--- src/rtl/systolic_tile_sched.sv ---
// Tile sequencer for a size x size systolic MAC array.
// Clears the accumulators, issues diagonally skewed reads to the per-row x FIFOs
// and per-column w FIFOs, keeps the array running until the wavefront has
// flushed, then drains result rows over a valid/ready handshake.
// Optional macro SYSTOLIC_SCHED_PERF_EN adds the stall_cnt output.
module systolic_tile_sched #(
  parameter int size  = 16,
  parameter int depth = 16
) (
  input  logic                       clk,
  input  logic                       rst,
  input  logic                       start,
  input  logic [$clog2(depth+1)-1:0] k_len,
  output logic                       busy,
  output logic                       done,
  output logic                       acc_clr,
  output logic                       mac_en,
  input  logic                       x_fifo_empty [size],
  input  logic                       w_fifo_empty [size],
  output logic                       x_fifo_ren   [size],
  output logic                       w_fifo_ren   [size],
  output logic                       out_val,
  input  logic                       out_rdy,
  output logic [$clog2(size)-1:0]    out_row
`ifdef SYSTOLIC_SCHED_PERF_EN
  ,
  output logic [15:0]                stall_cnt
`endif
);

  localparam int KW = $clog2(depth + 1);
  // t reaches k_reg+size-2 <= depth+size-2, so depth+size codes are enough
  localparam int TW = $clog2(depth + size);
  localparam int RW = $clog2(size);

  typedef enum logic [2:0] {IDLE, CLEAR, FEED, FLUSH, DRAIN} state_t;

  state_t          state;
  logic [KW-1:0]   k_reg;
  logic [TW-1:0]   t;
  logic [RW-1:0]   f;
  logic [RW-1:0]   r;
  logic [KW-1:0]   k_cap;
  logic [TW-1:0]   t_last;
  logic [size-1:0] due;
  logic [size-1:0] blocked;
  logic            in_feed;
  logic            stall;

  // Oversized reduction lengths are clamped to what the FIFOs can hold.
  assign k_cap  = (k_len > KW'(depth)) ? KW'(depth) : k_len;
  assign t_last = TW'(k_reg) + TW'(size - 2);
  assign in_feed = (state == FEED);

  // Per-lane wavefront window: lane i is due while i <= t < i+k_reg.
  // Row i and column i share the same window, so one decode serves both FIFOs.
  for (genvar i = 0; i < size; i++) begin : g_lane
    logic [TW:0] t_x;
    logic [TW:0] hi;
    assign t_x = {1'b0, t};
    assign hi  = (TW+1)'(i) + (TW+1)'(k_reg);
    assign due[i] = in_feed && (t_x >= (TW+1)'(i)) && (t_x < hi);
    // A due lane with either operand FIFO empty holds the whole wavefront.
    assign blocked[i] = due[i] && (x_fifo_empty[i] || w_fifo_empty[i]);
    assign x_fifo_ren[i] = due[i] && !stall;
    assign w_fifo_ren[i] = due[i] && !stall;
  end

  assign stall = |blocked;

  // Status and array controls decoded from state; out_val never sees out_rdy.
  assign busy    = (state != IDLE);
  assign acc_clr = (state == CLEAR);
  assign out_val = (state == DRAIN);
  assign out_row = r;
  assign mac_en  = (in_feed && !stall) || (state == FLUSH);

  // Tile sequencing FSM with its t/f/r counters and the done pulse.
  always_ff @(posedge clk or negedge rst) begin
    if (!rst) begin
      state <= IDLE;
      k_reg <= '0;
      t     <= '0;
      f     <= '0;
      r     <= '0;
      done  <= 1'b0;
    end else begin
      done <= 1'b0;
      unique case (state)
        IDLE: begin
          // A start coinciding with the done pulse is dropped.
          if (start && !done) begin
            k_reg <= k_cap;
            state <= CLEAR;
          end
        end
        CLEAR: begin
          t     <= '0;
          f     <= '0;
          r     <= '0;
          state <= (k_reg != '0) ? FEED : DRAIN;
        end
        FEED: begin
          if (!stall) begin
            if (t == t_last) begin
              t     <= '0;
              state <= FLUSH;
            end else begin
              t <= t + TW'(1);
            end
          end
        end
        FLUSH: begin
          // size-1 cycles let the last operands reach the far corner PE.
          if (f == RW'(size - 2)) begin
            f     <= '0;
            state <= DRAIN;
          end else begin
            f <= f + RW'(1);
          end
        end
        DRAIN: begin
          if (out_rdy) begin
            if (r == RW'(size - 1)) begin
              r     <= '0;
              done  <= 1'b1;
              state <= IDLE;
            end else begin
              r <= r + RW'(1);
            end
          end
        end
        default: state <= IDLE;
      endcase
    end
  end

`ifdef SYSTOLIC_SCHED_PERF_EN
  // Saturating count of FEED stall cycles for the current tile.
  always_ff @(posedge clk or negedge rst) begin
    if (!rst) begin
      stall_cnt <= '0;
    end else if (state == CLEAR) begin
      stall_cnt <= '0;
    end else if (in_feed && stall && (stall_cnt != 16'hFFFF)) begin
      stall_cnt <= stall_cnt + 16'd1;
    end
  end
`endif

endmodule

--- config.mk ---
export PLATFORM = sky130hd
export DESIGN_NAME = systolic_tile_sched
export DESIGN_NICKNAME = d
export VERILOG_FILES = /design/src/rtl/systolic_tile_sched.sv
export SDC_FILE = /design/constraint.sdc
export NUM_CORES = 1
export LEC_CHECK = 0
export ABC_AREA = 1
export CAP_MARGIN = 20
export CORE_MARGIN = 2
export CORE_UTILIZATION = 55
export DETAILED_ROUTE_END_ITERATION = 16
export DONT_BUFFER_PORTS = 1
export GPL_ROUTABILITY_DRIVEN = 0
export PLACE_DENSITY = 0.71
export SLEW_MARGIN = 20
export SYNTH_ARGS = -nofsm -noshare
export SYNTH_HDL_FRONTEND = slang
export SYNTH_SLANG_ARGS = --single-unit
--- constraint.sdc ---
create_clock -name clk -period 3.9 [get_ports clk]
set_input_delay 1.17 -clock clk [delete_from_list [all_inputs] [get_ports clk]]
set_output_delay 1.17 -clock clk [all_outputs]
set_load 0.1 [all_outputs]
== Word level (Yosys, flattened, before mapping) ==
Index checks and enable logic that the tools add are counted.
Widths: inputs -> output; s select.

* Register bits after elaboration: 22
* Bits of input ports: 41
* Output and inout port bits: 41
* Logic and storage cells: 187

* Add/sub/neg operators: 19
* Magnitude comparators: 33
* Eq/ne operators: 13
* Muxes and demuxes: 20
* Reduce and logical (&&, ||, !) cells: 96

{| class="wikitable"
|+ Operators by type and width
! operator !! number
|-
| $lt 5x6->1 || 15
|-
| $logic_and 1x1->1 || 66
|-
| $add 4x5->6 const A || 8
|-
| $ge 5x4->1 const B || 8
|-
| $add 3x5->6 const A || 4
|-
| $mux 3 || 7
|-
| $ge 5x3->1 const B || 4
|-
| $logic_or 1x1->1 || 17
|-
| $pmux 4 s2 || 2
|-
| $reduce_or 16->1 || 1
|-
| $mux 5 || 3
|-
| $pmux 3 s5 || 1
|-
| $add 2x5->6 const A || 2
|-
| $mux 4 || 3
|-
| $ge 5x1->1 const B || 2
|-
| $ge 5x2->1 const B || 2
|-
| $pmux 5 s2 || 1
|-
| $add 4x1->4 const B || 2
|-
| $eq 4x4->1 const B || 2
|-
| $ne 2x1->1 const B || 4
|-
| $add 1x5->6 const A || 1
|-
| $eq 3x2->1 const B || 2
|-
| $reduce_and 2->1 || 3
|-
| $reduce_and 6->1 || 1
|-
| 14 further kinds || 20
|}

== Depth between registers and ports, before layout ==
Gate-level depths: netlist of run 1.

* Word-level depth: 8
* Mapped depth: 19
* Depth with buffers taken out: 19

== Worst setup path after synthesis of run 1 ==
Ideal clock, no wire load.

* Kind: reg2out
* Start: register k_reg[3]
* End: output x_fifo_ren[15] (netlist name)
* Data arrival time: 4.365 ns
* Required time: 2.730 ns
* Slack: -1.635 ns
* Cell stages (with the launch flop): 19
* Buffers on the path: 3
* Path through: dfrtp_1 -> clkbuf_1 -> clkinv_1 -> ha_1 -> a21oi_1 -> xor2_1 -> ha_1 -> o21ai_0 -> nor2_1 -> nand2_1 -> nand3_1 -> nand2_1 -> nor2_1 -> nand2_1 -> nor2_4 -> nand2_4 -> buf_6 -> nor2_1 -> buf_4

{| class="wikitable"
|+ RTL lines
! what !! RTL line !! RTL
|-
| start, declared || 39 || <nowiki>logic [KW-1:0] k_reg;</nowiki>
|-
| start signal, assigned || 93 || <nowiki>k_reg <= k_cap;</nowiki>
|-
| end, declared || 20 || <nowiki>output logic x_fifo_ren [size],</nowiki>
|}

==> flow_summary.yaml, run 1 <==
route:
  firstDrtPassIters: 5
  first_iter_violations: 293
  routed_wl_mm: 12.62
  viasPerCell: 5.668
  detail-route-antenna-nets: 0
  vias: 4330
  drc: 0
  wl_per_cell_um: 16.52
sta:
  holdWs_ps: 582.9
  finalHoldViolCount: 0
  setup_viol: 33
  rsz0062_at_grt: "yes"
  post-route-min-period_ps: 4457
  worst_pin_slew_ps: 962.3
  relSlewSlack_pct: 35.85
  fin_ws_ps: -557.4
  slew_violations: 0
  max_freq_ghz: 0.2243
  skew_ps: 1.299
  finalCritPeriodShare_pct: 114.3
setup_path:
  cp_max_fo: 8
  rr_startpoint: "k_reg[2]"
  worstSetupStartpointType: "flip-flop"
  setup.worst_path.class: "flip-flop to output port"
  startpoint: "k_reg[2]"
  r2r_setup_slack_ps: 630
  worstReg2RegEnd: "t[2]"
  rr_worst_depth: 20
  crit_path_end_kind: "output port"
  worstPathRequired_ps: 2730
  cp.arrival_ps: 3290
logic_synthesis:
  ys_seq_elements: 22
  synthFlopType: "dfrtp_1"
  syn_area_um2: 3857
  syn-instance-count: 589
  netlist.area_leader.share_pct: 22.38
  netlist_top_cells_count: "143 x nand2_1, 74 x nor2_1, 72 x inv_1"
  ys_warn_count: 0
  synth_edf_count: 0
  seq_area_frac_synth_pct: 14.27
  avgSynthCellArea_um2: 6.549
  synth_most_common_cell: "nand2_1"
  synth_top_area_cell: "ha_1"
  syn-num-nets: 699
  synth-async-reset-ratio_pct: 100.0
  synthDistinctLibCells: 41
  synth_area_leaders: "ha_1 22%, dfrtp_1 14%, nand2_1 14%, nor2_1 7.2%, inv_1 7.0%"
global_routing:
  grt_overflow: 0
  antenna_found_initial: 0
  grt_max_degree: 23
  grt_usage_pct: 32.42
  grt_pass1_wl_mm: 19.58
  first_global_vias: 4324
placement:
  post-dp-hpwl_mm: 9.034
  port_buffers: 0
  placed_cell_area_um2: 4959
cells_and_area:
  nets: 779
  layout-drive-gt1-share_pct: 32.04
  final_area_um2: 5483
  diodes: 0
  syn_to_final_growth_pct: 42.13
cts:
  cts_tree: "yes"
  ctsHtreeMaxLevel: 1
  clock_path_buffers: 2
  insertion_delay_ps: 260
  root_buffer: "clkbuf_8"
  cts.clk_slew.worst_paths_ps: 80
  cts_buffers: 3
  cts.sink_count: 22
hold_path:
  hold_path_depth: 1
  min_from: "state[0]"
  hp-class: "flip-flop to flip-flop"
  whs_endpoint: "done"
pwr:
  leakagePower_nw: 2.686
  power_density_nw_per_um2: 798.8
  max-vdd-ir-drop_v: 0.0006260
floorplanning:
  die_area_um2: 7699
  die_w_um: 87.75
  core_area_um2: 6794
  start_util_pct: 56.78
  ios: 82
  rows: 30
  fp.dieH_um: 87.75
job:
  maxCapViolCount: 0
run_status:
  status: "finished, violations left"
  violations: "negative setup slack"
## per-stage QoR
stage	cells	utilization, %	TNS [ps]	total power [mW]	setup WS [ps]
5_1_grt	764	80.70	-20770	4.691	-683.1
2_1_floorplan	589	-	-8600	2.690	-446.5
3_3_place_gp	741	72.98	-5874	3.425	-197.1
3_5_place_dp	741	72.98	-6877	3.507	-231.8
4_1_cts	759	78.08	-10000	4.083	-336.4
6_report	764	80.70	-16450	4.380	-557.4
## logic make-up after synthesis
kind of cell	Yosys count	synth area share, %
compound gates	61	9.212
xor+xnor	16	3.633
fa+ha+maj	69	22.38
buf+inv	99	12.26
flops	22	14.27
mux	1	0.2919
simple gates	321	37.95
## routing by layer
metal	track usage, %	share of wire [%]
met5	0	0
met4	16.50	5.3
met3	3.110	5.5
met2	59.09	51
met1	37.45	38
## worst max-delay path: stages (launching register included)
cell and delay (ps):
dfrtp_2 470, clkinv_4 160, ha_2 240, xor2_2 200, nand2_1 80, o21ai_0 110, ha_1 290, inv_1 40
nor2_1 150, nand2_1 120, nand3_2 110, nand4_1 170, nor2_4 200, buf_12 140, nand2_8 120, nor2_4 150
buf_12 260
## worst max path at each step
stage               slack, ps              to
floorplan                -450   x_fifo_ren[5]
global placement         -200   x_fifo_ren[4]
detailed placement       -230  w_fifo_ren[15]
CTS                      -340  x_fifo_ren[11]
global route             -680  x_fifo_ren[10]
finish                   -560  x_fifo_ren[10]
## power breakdown
| group | total [mW] | switching [mW] | internal, mW |
|---|---|---|---|
| Clock | 0.213 | 0.0756 | 0.137 |
| Sequential | 0.430 | 0.130 | 0.300 |
| Combinational | 3.74 | 2.28 | 1.45 |
## final cells by class
| class | count | area [um^2] |
|---|---|---|
| Inverter | 75 | 301.5 |
| Clock inverter | 1 | 30.03 |
| Fill cell | 429 | 1311 |
| Clock buffer | 3 | 41.29 |
| Sequential cell | 22 | 555.5 |
| Timing Repair Buffer | 97 | 1090 |
| Multi-Input combinational cell | 470 | 3344 |
| Tap cell | 96 | 120.1 |
## cell usage in the layout, fill, tap and decap left out, types with 3 or more instances in the layout
cell / count
ha_1: 50
nor2_1: 59
a21oi_2: 3
nor3_1: 3
a21boi_0: 3
xor2_1: 9
or2_2: 14
nand2_2: 12
nand2_8: 3
dfrtp_1: 18
o21a_1: 3
buf_12: 28
nand3_1: 44
buf_4: 66
inv_1: 61
buf_6: 3
a21oi_1: 24
nand2_1: 132
dfrtp_2: 4
nand4_1: 15
nand3_2: 3
ha_4: 16
nor2_2: 7
xor2_2: 4
inv_2: 8
ha_2: 3
o21ai_0: 16
nor2_4: 18
clkbuf_8: 3
## timing repair
action                     4_1_cts  5_1_grt
hold buffers                     0        0
buffers inserted                12        5
gates resized for setup         25       29
pin swaps                       16       32
setup endpoints to repair       33       33
cloned                           2        0
(Power assumes the default switching activity.)
==> run 2, diff against run 1 <==
--- a/config.mk
+++ b/config.mk
@@ -8,11 +8,10 @@
 export ABC_AREA = 1
 export CAP_MARGIN = 20
 export CORE_MARGIN = 2
-export CORE_UTILIZATION = 55
+export CORE_UTILIZATION = 48
 export DETAILED_ROUTE_END_ITERATION = 16
-export DONT_BUFFER_PORTS = 1
 export GPL_ROUTABILITY_DRIVEN = 0
-export PLACE_DENSITY = 0.71
+export PLACE_DENSITY = 0.77
 export SLEW_MARGIN = 20
 export SYNTH_ARGS = -nofsm -noshare
 export SYNTH_HDL_FRONTEND = slang
==> run 2 against run 1 <==
Effect of this change:
- clock power shrank 23%
- fmax grew 1.5%
- sequential cell count is the same
- sequential power shrank 4%
- die area grew 14%
- clock skew grew 4.7 ps
- critical endpoint is now x_fifo_ren[8]
- worst hold slack lost 56 ps
- the run still ends with negative setup slack left
- global-route usage shrank 3.5 points
==> flow_summary.yaml, run 2 (synthesis results as in run 1) <==
cells_and_area:
  syn_to_final_growth_pct: 54.40
  diodes: 0
  layout-drive-gt1-share_pct: 28.43
  fin_util_pct: 76.68
  final_cell_mix: "134 x nand2_1, 72 x buf_4, 67 x inv_1"
  nets: 832
  layout_commonest_cell: "nand2_1"
job:
  maxCapViolCount: 0
setup_path:
  r2r_setup_slack_ps: 840
  worstSetupStartpointType: "flip-flop"
  worstReg2RegEnd: "t[4]"
  setup.worst_path.class: "flip-flop to output port"
  critPathTopFamily: "simple AND/OR/NAND/NOR gates"
  startpoint: "k_reg[2]"
  worstPathRequired_ps: 2730
  crit_buf_inv: 4
  rr_startpoint: "k_reg[2]"
  slowest_stage: "dfrtp_2"
  cp_max_fo: 8
  crit_chain: "buf_12 > ha_4 > nor2_2 > nor2_2 > o21a_2 > ha_4 > nand2_1 > inv_1 > nand4_1 > nand3b_4 > nor2_2 > nor3_4 > nand2_8 > buf_12 > nor2_4 > buf_12"
  rr_worst_depth: 18
  cp_slowest_stage_delay_ps: 470
  cp.arrival_ps: 3220
  crit_path_end_kind: "output port"
sta:
  relSlewSlack_pct: 35.64
  skew_ps: 5.983
  finalHoldViolCount: 0
  rsz0062_at_grt: "yes"
  post-route-min-period_ps: 4394
  setup_viol: 33
  max_freq_ghz: 0.2276
  worst_pin_slew_ps: 962.4
  fin_ws_ps: -493.6
  slew_violations: 0
  finalCritPeriodShare_pct: 112.7
placement:
  post-dp-hpwl_mm: 10.02
  port_buffers: 81
  dp_worst_setup_slack_ps: -413.7
cts:
  ctsHtreeMaxLevel: 1
  cts.sink_count: 22
  cts_tree: "yes"
  insertion_delay_ps: 270
  root_buffer: "clkbuf_8"
  cts_buffers: 3
  clock_path_buffers: 2
  cts.clk_slew.worst_paths_ps: 80
  cts-hold-fix-buffers: 0
route:
  firstDrtPassIters: 5
  wl_per_cell_um: 15.05
  detail-route-antenna-nets: 0
  routed_wl_mm: 12.39
  viasPerCell: 5.288
  drc: 0
  first_iter_violations: 316
  vias: 4352
floorplanning:
  core_area_um2: 7767
  rows: 32
  start_util_pct: 49.66
  fp.dieH_um: 93.65
  ios: 82
  die_area_um2: 8769
  die_w_um: 93.65
pwr:
  combPwrFrac_pct: 86.2
  p_int_mw: 1.852
  power.total_mw: 4.180
  max-vdd-ir-drop_v: 0.0007318
  pwr-share-clk_pct: 3.9
  power_density_nw_per_um2: 701.8
  leakagePower_nw: 2.951
  netSwitchingFraction_pct: 55.69
  power.net_switching_mw: 2.328
  p_seq_share_pct: 9.8
global_routing:
  grt_overflow: 0
  grt_max_degree: 23
  grt_usage_pct: 28.89
  first_global_vias: 4369
  antenna_found_initial: 0
  grt_pass1_wl_mm: 20.21
hold_path:
  hp-class: "flip-flop to flip-flop"
  hold_path_depth: 1
  min_from: "state[0]"
  whs_endpoint: "done"
run_status:
  violations: "negative setup slack"
  status: "finished, violations left"
run 2: final cells by class:
class | instances | area, um^2
clock buffer | 4 | 55.05
timing repair buffer | 152 | 1718
fill | 575 | 1812
sequential | 22 | 554.3
inverter | 75 | 301.5
multi-input combinational | 468 | 3199
tap | 102 | 127.6
run 2: worst reg2reg max path: stages, from the launching register on:
cell and delay (ps):
dfrtp_2 470, buf_12 160, ha_4 160, nor2_2 110, nor2_2 50, o21a_2 250
ha_4 270, nand2_1 50, inv_1 50, nand4_1 200, nand3b_4 170, nor2_2 70
nor3_4 320, buf_4 190, nand3_4 90, buf_4 170, nand2_2 90, nand2_1 60
nand2_1 70
run 2: metal layers:
metal  GRT usage [%]  vias up  share of wire [%]
li1                -     2171                  -
met1           33.76     1976                 39
met2           54.20      176                 51
met3           2.095       29                6.6
met4           11.71        0                3.5
met5               0        -                  0
run 2: power by group through the flow:
stage / Combinational, mW / Sequential [mW] / Clock [mW]
2_1_floorplan: 2.21 / 0.479 / 0
4_1_cts: 3.43 / 0.407 / 0.167
6_report: 3.60 / 0.411 / 0.165
3_3_place_gp: 3.14 / 0.415 / 0
5_1_grt: 3.91 / 0.423 / 0.174
3_5_place_dp: 3.24 / 0.419 / 0
run 2: metrics by stage:
| step | cells | cell area [um^2] | TNS (ps) | hold slack, ps |
|---|---|---|---|---|
| 2_1_floorplan | 589 | 4252 | -8600 | 487.8 |
| 3_3_place_gp | 807 | 5635 | -9522 | 511.9 |
| 3_5_place_dp | 807 | 5635 | -12760 | 521.1 |
| 4_1_cts | 818 | 5806 | -12700 | 528.8 |
| 5_1_grt | 823 | 5956 | -18400 | 559.4 |
| 6_report | 823 | 5956 | -15350 | 527.3 |
run 2: worst max path at each step:
stage	endpoint	slack [ps]	cells after the start
after CTS	x_fifo_ren[8]	-440	16
after global routing	x_fifo_ren[8]	-590	16
final	x_fifo_ren[8]	-490	16
after global placement	x_fifo_ren[8]	-300	8
after floorplan	x_fifo_ren[5]	-450	19
after detailed placement	w_fifo_ren[0]	-410	8
run 2: repair_timing:
action | 4_1_cts | 5_1_grt
buffers inserted | 7 | 6
hold endpoints to repair | 0 | 0
resized for setup | 4 | 24
endpoints found under the setup margin | 33 | 33
pin swaps | 16 | 22
